--- src/rtl/interrupt_controller.sv ---
// rtl/interrupt_controller.sv - prioritised interrupt request feeder with ack/EOI handshake
module interrupt_controller #(
   parameter int                 N_IRQ    = 4,
   parameter int                 ID_W     = 2,
   parameter logic [N_IRQ-1:0]   MASK_RST = '0
) (
   input  logic              clk,
   input  logic              rst,
   input  logic [N_IRQ-1:0]  irq_in,
   input  logic              mask_we,
   input  logic [N_IRQ-1:0]  mask_wdata,
   input  logic              int_ack,
   input  logic              eoi,
   output logic              interrupt,
   output logic [ID_W-1:0]   irq_id,
   output logic              in_service,
   output logic [N_IRQ-1:0]  pending
);

   typedef enum logic [1:0] {IDLE, REQ, SERVICE} state_t;

   state_t           state_q, state_d;
   logic [ID_W-1:0]  id_d;
   logic [N_IRQ-1:0] sync1, s, s_d;
   logic [N_IRQ-1:0] mask;
   logic [N_IRQ-1:0] rise, eligible, clr;
   logic [ID_W-1:0]  sel;

   assign rise     = s & ~s_d;
   assign eligible = pending & ~mask;

   // Fixed priority: scanning downward leaves the lowest eligible index in sel.
   always_comb begin
      sel = '0;
      for (int i = N_IRQ - 1; i >= 0; i--) begin
         if (eligible[i]) sel = ID_W'(i);
      end
   end

   always_comb begin
      clr = '0;
      for (int i = 0; i < N_IRQ; i++) begin
         clr[i] = (state_q == REQ) && int_ack && (irq_id == ID_W'(i));
      end
   end

   always_comb begin
      state_d = state_q;
      id_d    = irq_id;
      case (state_q)
         IDLE: begin
            if (eligible != '0) begin
               state_d = REQ;
               id_d    = sel;
            end
         end
         REQ: begin
            if (int_ack) state_d = SERVICE;
         end
         SERVICE: begin
            if (eoi) state_d = IDLE;
         end
         default: state_d = IDLE;
      endcase
   end

   always_ff @(posedge clk or negedge rst) begin
      if (!rst) begin
         sync1      <= '0;
         s          <= '0;
         s_d        <= '0;
         pending    <= '0;
         mask       <= MASK_RST;
         state_q    <= IDLE;
         irq_id     <= '0;
         interrupt  <= 1'b0;
         in_service <= 1'b0;
      end else begin
         sync1      <= irq_in;
         s          <= sync1;
         s_d        <= s;
         // A fresh edge on the bit being acknowledged must survive the clear.
         pending    <= (pending & ~clr) | rise;
         if (mask_we) mask <= mask_wdata;
         state_q    <= state_d;
         irq_id     <= id_d;
         interrupt  <= (state_d == REQ);
         in_service <= (state_d == SERVICE);
      end
   end

endmodule

--- config.mk ---
export PLATFORM = sky130hd
export DESIGN_NAME = interrupt_controller
export DESIGN_NICKNAME = d
export VERILOG_FILES = /design/src/rtl/interrupt_controller.sv
export SDC_FILE = /design/constraint.sdc
export NUM_CORES = 1
export LEC_CHECK = 0
export ABC_AREA = 0
export BUFFER_PORTS_ARGS = -buffer_cell sky130_fd_sc_hd__buf_2
export CAP_MARGIN = 5
export CORE_ASPECT_RATIO = 1.25
export CORE_MARGIN = 1.5
export CORE_UTILIZATION = 40
export DETAILED_ROUTE_END_ITERATION = 16
export PLACE_DENSITY = 0.62
export SYNTH_ARGS = -nofsm -noshare
export SYNTH_HDL_FRONTEND = slang
export SYNTH_SLANG_ARGS = --single-unit
--- constraint.sdc ---
create_clock -name clk -period 1.25 [get_ports clk]
set_input_delay 0.125 -clock clk [delete_from_list [all_inputs] [get_ports clk]]
set_output_delay 0.125 -clock clk [all_outputs]
set_load 0.01 [all_outputs]
==> results.md, run 1 <==
* Synth Flop Type: dfrtp_1
* Peak supply drop at 0.871 mV
* Pleak at 0.000545 uW
* Total number of vias at 602
* Min cycle time layout at 1.22 ns
* Layout cells sized above 1 at 0.374
* Met1 Routed Length at 642 um
* Worst reg2reg endpoint: pending[1]$_DFF_PN0_
* Clock sink total at 26
* Clock transition at path regs at 0.13 ns
* Met3 WL at 55 um
* Routed Antenna Nets at 0
* Synth top area share at 0.714
* Fmax at 0.820 GHz
* Die X-Extent at 45.7 um
* Max_slew headroom at 0.637
* Critical path type: reg2reg
* Worst Max-Slew Pin Slew at 0.544 ns
* Via density per instance at 4.63
* Syn Nets at 79
* Clk Latency, worst-skew pair at 0.31 ns
* Top-count cell post-synth: dfrtp_1
* Internal power at 1600 uW
* Worst hold path endpoint: mask[0]$_DFFE_PN0P_
* R2R Path Start: state_q[1]$_DFF_PN0_
* Starting density of the core at 0.416
* Row cnt at 19
* Clock power frac at 0.174
* Top post-synthesis cells by count: dfrtp_1 (26), o21ai_0 (8), inv_1 (4), mux2_2 (4), nor2b_1 (4)
* Clk root buf: clkbuf_4
* Syn Area/Cell at 13.8 sq um
* Antenna violations before repair at 0
* Synthesis Warnings at 0
* Outcome: finished clean
* PwrDens at 1990 mW/mm^2
* DR WL met2 at 753 um
* DRT iter0 DRCs at 6
* Synth top area cells: dfrtp_1 (71%), mux2_2 (4.9%), o21ai_0 (4.4%), nor2b_1 (2.7%), a221oi_1 (1.9%)
* Hold crit path type: in2reg
* DRC at 0
* CP arrival at 1.43 ns
* Worst Reg-to-Reg Cells at 2
* Final hold violation count at 0
* Buf/Inv on CP at 0
* Core area at 0.00219 sq mm
* GR Overflow Total at 0
* Endpoints failing setup at 0
* Final Skew at 0.00502 ns
* Max-Cap Viols at 0
* Final critical-path share of the clock period at 0.975
* Hpwl dp at 1090 um
* CTS H-tree lvls at 1
* Setup slack, reg-to-reg at 0.03 ns
* Final Power at 2330 uW
* Reg power frac at 0.486
* Critical Path End Type: flip-flop
* Dominant cell type by area after synthesis: dfrtp_1
* Post-synth cell types at 21
* Largest net degree at the start of global routing at 27
* Post-synth EDFFs at 0
* Required time of the critical path at 1.46 ns
* WL final at 1480 um
* Switch share at 0.315
* Max incr delay on CP at 0.52 ns
* Seq cells post-synth at 26
* Synth async-reset ratio at 1.00
* Slew Viols, Final at 0
* Layout Utilization at 0.536
* RSZ-0062 raised after global routing: yes
* Hold path depth at 2
* CTS tree: yes
* Top layer reached by signal wires: met4
* Origin of the worst min-delay path: mask_wdata[0]
* Worst-path maximum fanout at 2
* Full die area at 0.00257 sq mm
* Total Routing Usage GR at 0.133
* # port buffers at 20
* First-pass detailed-route iteration total at 2
* Die height at 56.4 um
* Syn Inst Count at 66
* IO Pins at 21
* Syn Std Cell Area at 911 sq um
* # diodes at 0
* Total CTS buffers at 3
* Routed len/inst at 11.4 um
* Slowest CP cell: or4_1
* Comb power frac at 0.340
* Gpl congestion at 0.834
* Seq/Total Area, Yosys at 0.714
* Vias in the first global route at 592
* Cell-by-cell trace of the critical path: or4_1, a22o_1
* Psw at 736 uW
* Global-route wire length before repair at 2460 um
* # fillers at 199
* Final net count at 113
* Startpoint types: flip-flop
* Synthesis-to-finish area growth at 28.7%
* CP top delay family: simple AND/OR/NAND/NOR gates
* Clock tree buffer depth at 2
## worst max path at each step
stage                          start                   end  slack (ns)  depth (start not counted)
2_1_floorplan  irq_id[0]$_DFFE_PN0P_  pending[1]$_DFF_PN0_       -0.03                          3
3_3_place_gp   irq_id[0]$_DFFE_PN0P_  pending[1]$_DFF_PN0_        0.06                          3
3_5_place_dp   irq_id[0]$_DFFE_PN0P_  pending[1]$_DFF_PN0_        0.04                          3
4_1_cts        irq_id[0]$_DFFE_PN0P_  pending[1]$_DFF_PN0_        0.02                          3
5_1_grt        irq_id[0]$_DFFE_PN0P_  pending[1]$_DFF_PN0_      -0.009                          3
6_report        state_q[1]$_DFF_PN0_  pending[1]$_DFF_PN0_        0.03                          2
## state kept, by name, summed over array words and instances, names as in the netlist
register,cells
in_service,1
interrupt,1
irq_id,2
mask,4
pending,4
s,4
s_d,4
state_q,2
sync1,4
## repair_timing
item,4_1_cts,5_1_grt
setup endpoints to repair,0,3
endpoints found under the hold margin,30,0
hold buffers,5,0
setup buffers,0,1
gates resized for setup,0,3
## cell type report
| class | count | area, sq um | share of cell area |
|---|---|---|---|
| Inverter | 5 | 20.0 | 0.0171 |
| Clock buffer | 4 | 36.3 | 0.0309 |
| Multi-Input combinational cell | 34 | 239 | 0.204 |
| Timing Repair Buffer | 30 | 188 | 0.160 |
| Tap cell | 31 | 38.8 | 0.0331 |
| Sequential cell | 26 | 651 | 0.555 |
## power groups by stage
stage	clock [uW]	sequential, uW	combinational [uW]
2_1_floorplan	0	1220	344
3_3_place_gp	0	1150	727
3_5_place_dp	0	1160	735
4_1_cts	430	1140	749
5_1_grt	457	1160	893
6_report	407	1130	793
## stage by stage
step | instances | TNS [ns] | instance area, sq um | hold WS [ns] | setup slack, ns
4_1_cts | 129 | 0 | 1150 | 0.0131 | 0.0235
2_1_floorplan | 66 | -0.0260 | 911 | -0.171 | -0.0260
5_1_grt | 130 | -0.00893 | 1170 | 0.0191 | -0.00893
3_3_place_gp | 120 | 0 | 1070 | 0.137 | 0.0560
3_5_place_dp | 120 | 0 | 1070 | 0.148 | 0.0420
6_report | 130 | 0 | 1170 | 0.0291 | 0.0308
## layer usage
metal  track usage  up-vias
li1              -      293
met1         0.163      289
met2         0.209       16
met3        0.0193        4
met4        0.0882        0
met5             0        -
## kinds of logic after synthesis
kind of cell | count (synthesis) | synth area share
AO/OA/AOI/OAI | 17 | 0.121
buffers and inverters | 6 | 0.0343
flip-flops | 26 | 0.714
multiplexers | 4 | 0.0494
AND/OR/NAND/NOR | 13 | 0.0810
## worst register-to-register path, cell delays in order, from the launching register on
cell and delay, ns:
dfrtp_1 0.40, or4_1 0.52, a22o_1 0.21
## cells in the final DEF, fill, tap and decap left out, types with 3 or more instances in the layout
cell / count
buf_2: 20
clkbuf_4: 3
dfrtp_1: 26
buf_4: 5
mux2_2: 4
dlygate4sd3_1: 5
o21ai_0: 7
nor2b_1: 4
inv_1: 4
No activity file was read; power rests on OpenSTA's default activity.
==> run 2: changes to the inputs <==
--- a/config.mk
+++ b/config.mk
@@ -12,7 +12,6 @@
 export CORE_MARGIN = 1.5
 export CORE_UTILIZATION = 40
 export DETAILED_ROUTE_END_ITERATION = 16
-export PLACE_DENSITY = 0.62
 export SYNTH_ARGS = -nofsm -noshare
 export SYNTH_HDL_FRONTEND = slang
 export SYNTH_SLANG_ARGS = --single-unit
==> results.md, run 2 (synthesis gave the netlist of run 1 again) <==
* Psw at 735 uW (was 736 uW)
* Vias in the first global route at 596 (was 592)
* Core area at 0.00219 sq mm (unchanged)
* Comb power frac at 0.322 (was 0.340)
* Synthesis-to-finish area growth at 31.5% (was 28.7%)
* Final critical-path share of the clock period at 0.982 (was 0.975)
* Required time of the critical path at 1.46 ns (about the same)
* CTS H-tree lvls at 1 (unchanged)
* IO Pins at 21 (unchanged)
* Total number of vias at 613 (was 602)
* PwrDens at 2080 mW/mm^2 (was 1990 mW/mm^2)
* Hpwl dp at 1090 um (about the same)
* DRT iter0 DRCs at 3 (was 6)
* Global-route wire length before repair at 2400 um (was 2460 um)
* Worst-path maximum fanout at 2 (unchanged)
* Clk root buf: clkbuf_4 (unchanged)
* DRC at 0 (unchanged)
* Min cycle time layout at 1.23 ns (was 1.22 ns)
* Startpoint types: flip-flop (unchanged)
* Slew Viols, Final at 0 (unchanged)
* Reg power frac at 0.457 (was 0.486)
* Clock power frac at 0.221 (was 0.174)
* # port buffers at 20 (unchanged)
* CP top delay family: simple AND/OR/NAND/NOR gates (unchanged)
* Placed Cells at 120 (unchanged)
* Pleak at 0.000557 uW (was 0.000545 uW)
* Most frequent cells in the layout: dfrtp_1 (26), buf_2 (20), o21ai_0 (7) (unchanged)
* Total CTS buffers at 3 (unchanged)
* Post-route insts no fill at 130 (unchanged)
* Commonest non-fill, non-tap cell in the layout: dfrtp_1 (unchanged)
* Cell-by-cell trace of the critical path: or4_4, a22o_1 (was or4_1, a22o_1)
* Fmax at 0.814 GHz (was 0.820 GHz)
* Slowest CP cell: or4_4 (was or4_1)
* # diodes at 0 (unchanged)
* Gpl congestion at 0.810 (was 0.834)
* Critical path type: reg2reg (unchanged)
* CTS tree: yes (unchanged)
* WL final at 1440 um (was 1480 um)
* Worst Max-Slew Pin Slew at 0.532 ns (was 0.544 ns)
* RSZ-0062 raised after global routing: yes (unchanged)
* Full die area at 0.00257 sq mm (unchanged)
* Layout Utilization at 0.547 (was 0.536)
* Final Skew at 0.00106 ns (was 0.00502 ns)
* Clk Latency, worst-skew pair at 0.31 ns (about the same)
* Internal power at 1760 uW (was 1600 uW)
* Starting density of the core at 0.416 (unchanged)
* Endpoints failing setup at 0 (unchanged)
* Max_slew headroom at 0.645 (was 0.637)
* Routed Antenna Nets at 0 (unchanged)
* Via density per instance at 4.72 (was 4.63)
* Max incr delay on CP at 0.53 ns (was 0.52 ns)
* Place WS at 0.0188 ns (was 0.0420 ns)
* Clock sink total at 26 (unchanged)
* Die height at 56.4 um (unchanged)
* # fillers at 190 (was 199)
* Buf/Inv on CP at 0 (unchanged)
* Largest net degree at the start of global routing at 27 (unchanged)
* CP arrival at 1.44 ns (was 1.43 ns)
* Switch share at 0.295 (was 0.315)
* Final hold violation count at 0 (unchanged)
* Die X-Extent at 45.7 um (unchanged)
* Peak supply drop at 1.05 mV (was 0.871 mV)
* GR Overflow Total at 0 (unchanged)
* Hold crit path type: in2reg (unchanged)
* Clock transition at path regs at 0.13 ns (about the same)
* Max-Cap Viols at 0 (unchanged)
* Final net count at 113 (unchanged)
* Critical Path End Type: flip-flop (unchanged)
* Total Routing Usage GR at 0.129 (was 0.133)
* Antenna violations before repair at 0 (unchanged)
* First-pass detailed-route iteration total at 4 (was 2)
* Row cnt at 19 (unchanged)
* Outcome: finished clean (unchanged)
* Routed len/inst at 11.1 um (was 11.4 um)
* Setup slack, reg-to-reg at 0.02 ns (was 0.03 ns)
* Layout cells sized above 1 at 0.404 (was 0.374)
* Clock tree buffer depth at 2 (unchanged)
* Post-route setup slack at 0.0220 ns (was 0.0308 ns)
==> run 2: path summary, 6_finish.rpt <==
path	cells after the start	startpoint	endpoint
hold / removal	2	int_ack	state_q[0]$_DFF_PN0_
max in group asynchronous	2	rst	sync1[2]$_DFF_PN0_
min in group asynchronous	2	rst	pending[0]$_DFF_PN0_
setup / recovery	2	state_q[1]$_DFF_PN0_	pending[1]$_DFF_PN0_
hold reg to reg	0	sync1[0]$_DFF_PN0_	s[0]$_DFF_PN0_
setup reg to reg	2	state_q[1]$_DFF_PN0_	pending[1]$_DFF_PN0_
==> run 2: what timing repair did <==
action | CTS | global route
pin swaps | 0 | 2
setup endpoints to repair | 1 | 5
hold buffers | 5 | 0
buffers inserted | 0 | 1
endpoints found under the hold margin | 30 | 0
resized for setup | 1 | 5
==> run 2: layout make-up <==
cell class                 instances  area [sq um]  share of cell area
clock buffer                       3          22.5              0.0188
clock inverter                     1          30.0              0.0251
inverter                           5          20.0              0.0167
multi-input combinational         34           248               0.207
sequential                        26           651               0.543
tap                               31          38.8              0.0324
timing repair buffer              30           188               0.157
==> run 2: per-stage QoR <==
stage,power [uW],area [sq um],setup TNS (ns),hold slack (ns)
after floorplan,1570,911,-0.0260,-0.171
after global placement,1880,1070,0,0.138
after detailed placement,1890,1070,0,0.144
after CTS,2460,1170,0,0.0276
after global routing,2670,1200,-0.0209,0.0319
final,2490,1200,0,0.0370
==> run 2: routing by layer <==
layer / track usage / wire, um / vias up
met3: 0.0193 / 52 / 2
met1: 0.157 / 627 / 304
met4: 0.0504 / 14 / 0
met5: 0 / 0 / -
met2: 0.219 / 746 / 14
li1: - / - / 293
==> run 2: power groups by stage <==
stage	clock network [uW]	registers (uW)	logic [uW]
after floorplan	0	1220	344
after global placement	0	1150	728
after detailed placement	0	1150	735
after CTS	569	1140	755
after global routing	598	1160	910
final	550	1140	803
